===== config.mk =====
export PLATFORM = sky130hd
export DESIGN_NAME = irq_priority_controller16
export DESIGN_NICKNAME = d
export VERILOG_FILES = /design/src/rtl/irq_ctrl_pkg.sv /design/src/rtl/irq_prio_enc16.sv /design/src/rtl/irq_priority_controller16.sv
export SDC_FILE = /design/constraint.sdc
export NUM_CORES = 1
export LEC_CHECK = 0
export CELL_PAD_IN_SITES_DETAIL_PLACEMENT = 1
export CELL_PAD_IN_SITES_GLOBAL_PLACEMENT = 1
export CORE_AREA = 2 2 85 66
export CTS_BUF_LIST = sky130_fd_sc_hd__clkbuf_16
export DETAILED_ROUTE_END_ITERATION = 10
export DIE_AREA = 0 0 87 68
export HOLD_SLACK_MARGIN = 0.05
export PLACE_DENSITY = 0.92
export SETUP_SLACK_MARGIN = 0.02
export SLEW_MARGIN = 20
export SYNTH_ARGS = -nofsm -noshare
export SYNTH_HDL_FRONTEND = slang
export SYNTH_SLANG_ARGS = --single-unit

===== constraint.sdc =====
create_clock -name clk -period 2.7 [get_ports clk]
set_input_delay 0.54 -clock clk [delete_from_list [all_inputs] [get_ports clk]]
set_output_delay 0.54 -clock clk [all_outputs]
set_load 0.02 [all_outputs]

===== src/rtl/irq_ctrl_pkg.sv =====
// Shared widths and FSM state encoding for the 16-source interrupt controller.
package irq_ctrl_pkg;

  localparam int NUM_SRC = 16;
  localparam int ID_W    = 4;

  typedef enum logic [1:0] {
    IDLE    = 2'd0,
    PRESENT = 2'd1,
    SERVICE = 2'd2
  } state_t;

endpackage


===== src/rtl/irq_prio_enc16.sv =====
// Combinational 16:4 priority encoder; the highest set index wins.
module irq_prio_enc16
  import irq_ctrl_pkg::*;
(
  input  logic [NUM_SRC-1:0] req,
  output logic [ID_W-1:0]    id,
  output logic               valid
);

  // Ascending scan so the last (highest) set bit overwrites lower ones.
  always_comb begin
    id    = '0;
    valid = 1'b0;
    for (int i = 0; i < NUM_SRC; i++) begin
      if (req[i]) begin
        id    = ID_W'(i);
        valid = 1'b1;
      end
    end
  end

endmodule


===== src/rtl/irq_priority_controller16.sv =====
// Edge-captured, masked interrupt sequencer presenting one source at a time
// through a valid/ack handshake and holding it until end-of-interrupt.
module irq_priority_controller16
  import irq_ctrl_pkg::*;
(
  input  logic               clk,
  input  logic               rst,
  input  logic               enable_n,
  input  logic [NUM_SRC-1:0] irq,
  input  logic [NUM_SRC-1:0] mask,
  input  logic               ack,
  input  logic               eoi,
  output logic               irq_valid,
  output logic [ID_W-1:0]    irq_id,
  output logic [NUM_SRC-1:0] pending,
  output logic               busy,
  output logic               overrun
);

  logic [NUM_SRC-1:0] irq_q;
  logic [NUM_SRC-1:0] edges;
  logic [NUM_SRC-1:0] cand;
  logic [NUM_SRC-1:0] clr;
  logic [NUM_SRC-1:0] pending_nxt;
  logic               overrun_nxt;
  logic [ID_W-1:0]    enc_id;
  logic               enc_valid;
  logic [ID_W-1:0]    id_nxt;
  state_t             state;
  state_t             state_nxt;

  irq_prio_enc16 u_enc (
    .req   (cand),
    .id    (enc_id),
    .valid (enc_valid)
  );

  // Pending update: an edge arriving in the ack cycle re-arms the bit.
  always_comb begin
    edges = irq & ~irq_q;
    cand  = pending & ~mask;
    clr   = '0;
    if (state == PRESENT && ack) clr[irq_id] = 1'b1;
    pending_nxt = (pending & ~clr) | edges;
    overrun_nxt = |(edges & pending & ~clr);
  end

  always_comb begin
    state_nxt = state;
    id_nxt    = irq_id;
    unique case (state)
      IDLE: begin
        if (!enable_n && enc_valid) begin
          state_nxt = PRESENT;
          id_nxt    = enc_id;
        end
      end
      PRESENT: begin
        if (ack)           state_nxt = SERVICE;
        else if (enable_n) state_nxt = IDLE;
      end
      SERVICE: begin
        if (eoi) state_nxt = IDLE;
      end
      default: state_nxt = IDLE;
    endcase
  end

  // Sampling irq during reset keeps lines already high from looking like edges.
  always_ff @(posedge clk) begin
    irq_q <= irq;
    if (rst) begin
      state     <= IDLE;
      pending   <= '0;
      irq_id    <= '0;
      irq_valid <= 1'b0;
      busy      <= 1'b0;
      overrun   <= 1'b0;
    end else begin
      state     <= state_nxt;
      pending   <= pending_nxt;
      irq_id    <= id_nxt;
      irq_valid <= (state_nxt == PRESENT);
      busy      <= (state_nxt == SERVICE);
      overrun   <= overrun_nxt;
    end
  end

endmodule

==> results.tsv <==
stage	metric	value	unit
outcome	outcome	complete, no violations	
floorplanning	die_w	87	um
global_routing	overflow	0	
detailed_routing	drcViolationCount	0	
floorplanning	core-area	5150	um2
worst_setup_path	crit_path_start_kind	primary input	
sta	max_clock_freq	468	MHz
pwr	power_leakage	0.946	nW
worst_setup_path	criticalPathCategory	primary input to register	
global_routing	grt_pass1_wl	8710	um
detailed_routing	drt_pass1_iterations	4	
global_routing	first_global_vias	1784	
worst_setup_path	cp-end-kind	register	
logic_synthesis	synth_cells	191	
cells_and_area	n_fill_cell	583	
clock_network	post_cts_resize_count	0	
detailed_routing	viasPerCell	5.23	
min_path	hold_path_end	pending[14]$_SDFF_PP0_	
sta	skew	6.21	ps
worst_setup_path	cp.required	2860	ps
worst_setup_path	cpMaxStageDelayCell	clkdlybuf4s50_1	
clock_network	cts_made_buffers	5	
worst_setup_path	reg2reg_to	overrun$_SDFF_PP0_	
logic_synthesis	syn_nets	228	
detailed_routing	vias	1667	
placement	hpwl	4220	um
floorplanning	initial_core_util	0.334	
cells_and_area	antenna_cells	0	
worst_setup_path	cp_data_arrival_time	2300	ps
cells_and_area	seqCellArea	821	um2
sta	drv_slew	0	
logic_synthesis	synth_warnings	0	
logic_synthesis	synth.cell_area	1720	um2
logic_synthesis	syn_area_per_cell	9.02	um2
pwr	power	1.78	mW
sta	relSlewSlack	0.634	
clock_network	cts-htree-levels	2	
worst_setup_path	reg2regPathDepth	6	
clock_network	ctsHoldBuffers	0	
pwr	peakVddDrop	0.357	mV
sta	setup_tns	0	ps
worst_setup_path	r2r-start	state[1]$_SDFF_PP0_	
worst_setup_path	crit_family	simple AND/OR/NAND/NOR gates	
sta	rsz0062_at_grt	false	
cells_and_area	area_delta_synth_final	50.0	%
floorplanning	die_y	68	um
global_routing	grt_max_degree	26	
detailed_routing	routedWlPerCell	17.9	um
detailed_routing	antenna_left	0	
worst_setup_path	max_stage_delay	560	ps
logic_synthesis	synth_area_leaders	dfxtp_1 48%, nand2b_1 8.7%, a21oi_1 6.1%	
worst_setup_path	path_max_fanout	5	
job	maxCapViolCount	0	
floorplanning	core.rowCount	23	
cells_and_area	multi_input_area	872	um2
floorplanning	io_pins	60	
clock_network	cts_tree	built	
logic_synthesis	synth_seq_cells	41	
detailed_routing	drt-initial-drc-count	121	
worst_setup_path	path_cells	clkdlybuf4s50_1 > and4bb_2 > nor2b_1 > a32oi_1 > nor4_1 > a31oi_1	
clock_network	clk_pin_slew	60	ps
sta	finalCritPeriodShare	0.792	
placement	port_buffers	59	
sta	worstMarginPinSlew	545	ps
clock_network	clk_path_buf_depth	2	
logic_synthesis	yosys.area.top_type	dfxtp_1	
placement	gp_congestion	0.790	
global_routing	antenna_found_initial	0	
clock_network	post_cts_buffers	0	
pwr	power_density	688	nW/um2
min_path	worstHoldStart	pending[14]$_SDFF_PP0_	
logic_synthesis	seq_area_frac_synth	0.476	
min_path	min_path_cells	2	
clock_network	cts-root-buf	clkbuf_16	
worst_setup_path	r2r_slack	870	ps
clock_network	clock_latency	290	ps
clock_network	cts_sinks	41	
logic_synthesis	ys_types	36	
worst_setup_path	worstPathBufferInverterCount	1	
min_path	hp-class	register to register	
detailed_routing	drt_wl_total	5700	um
worst_setup_path	cp-startpoint	ack	
sta	setup_viol	0	
floorplanning	die_area	5920	um2
cells_and_area	layout.nets	293	
sta	timing.final.hold_violations	0	
cells_and_area	drive_gt1_frac	0.0739	
sta	min_period	2140	ps
sta	holdWs	515	ps
logic_synthesis	synth_top_cell_area_share	0.476	
global_routing	track_usage	0.200	
[area by class of cell]
| class | count | area share |
|---|---|---|
| clock buffers | 5 | 0.0484 |
| well taps | 62 | 0.0300 |
| multi-input cells | 142 | 0.337 |
| inverters | 5 | 0.00726 |
| flip-flops and latches | 41 | 0.318 |
| repair buffers | 61 | 0.234 |
| clock inverters | 3 | 0.0252 |
[state kept, by name, summed over array words and instances (netlist names)]
register / count
irq_valid: 1
irq_id: 4
irq_q: 16
overrun: 1
pending: 16
state: 2
busy: 1
[cells by family after synthesis]
family,after synthesis,share of synthesized area
and+or+nand+nor,81,0.288
buffers and inverters,8,0.0174
DFF,41,0.476
muxes,2,0.0123
AOI/OAI and AO/OA,59,0.206
[power by group]
| part | switching [mW] | internal, mW |
|---|---|---|
| registers | 0.0369 | 0.649 |
| clock network | 0.247 | 0.528 |
| logic | 0.159 | 0.159 |
[metal layers]
metal / vias up / GRT usage / wire length, um
met1: 787 / 0.233 / 2420
li1: 809 / - / -
met4: 0 / 0.0684 / 53
met2: 64 / 0.343 / 2820
met3: 7 / 0.0736 / 402
met5: - / 0 / 0
[cell usage after synthesis]
library cell,instances
a211oi_1,4
a21oi_1,21
a22oi_1,2
a311oi_1,1
a31oi_1,2
a32oi_1,1
and2_1,1
and2b_1,2
and4bb_2,1
clkbuf_1,3
dfxtp_1,41
inv_1,5
mux2_2,1
mux2i_1,1
nand2_1,5
nand2b_1,24
nand3_1,1
nand3b_1,4
nand4_1,1
nand4b_1,1
nor2_1,18
nor2b_1,12
nor2b_4,1
nor3_1,2
nor3_2,1
nor4_1,3
nor4_4,1
nor4bb_1,1
o2111ai_2,1
o211ai_1,1
o21ai_0,18
o21ai_4,1
o22ai_1,5
o31ai_1,2
or2_2,1
or4b_2,1
[cells in the final DEF (no fill, tap or decap), types with 5 or more instances in the layout]
cell	count
nor2_1	18
clkdlybuf4s50_1	59
nor2b_1	12
nand2b_1	24
o22ai_1	5
inv_1	5
nand2_1	5
clkbuf_16	5
a21oi_1	21
dfxtp_1	41
o21ai_0	18
[worst reg2reg max path: cells and delay by family, from the launching register on]
kind               cells  cell delay [ps]
AOI/OAI and AO/OA      3              610
DFF                    1              340
and+or+nand+nor        3              760
[per-stage QoR]
stage          cell area, um2  setup WS, ps  std cells  utilization
3_5_place_dp             2390           283        311        0.465
6_report                 2580           562        319        0.502
3_3_place_gp             2390           401        311        0.465
5_1_grt                  2580           427        319        0.502
2_1_floorplan            1720           976        191            -
4_1_cts                  2580           577        319        0.502
[how the worst max path moves through the flow]
| stage | to | slack [ps] | cells after the start |
|---|---|---|---|
| finish | overrun$_SDFF_PP0_ | 560 | 6 |
| global placement | irq_id[2]$_SDFFE_PP0P_ | 400 | 7 |
| global route | irq_id[2]$_SDFFE_PP0P_ | 430 | 7 |
| floorplan | irq_id[2]$_SDFFE_PP0P_ | 980 | 6 |
| CTS | irq_id[2]$_SDFFE_PP0P_ | 580 | 7 |
| detailed placement | irq_id[2]$_SDFFE_PP0P_ | 280 | 7 |
(Power assumes the default switching activity.)
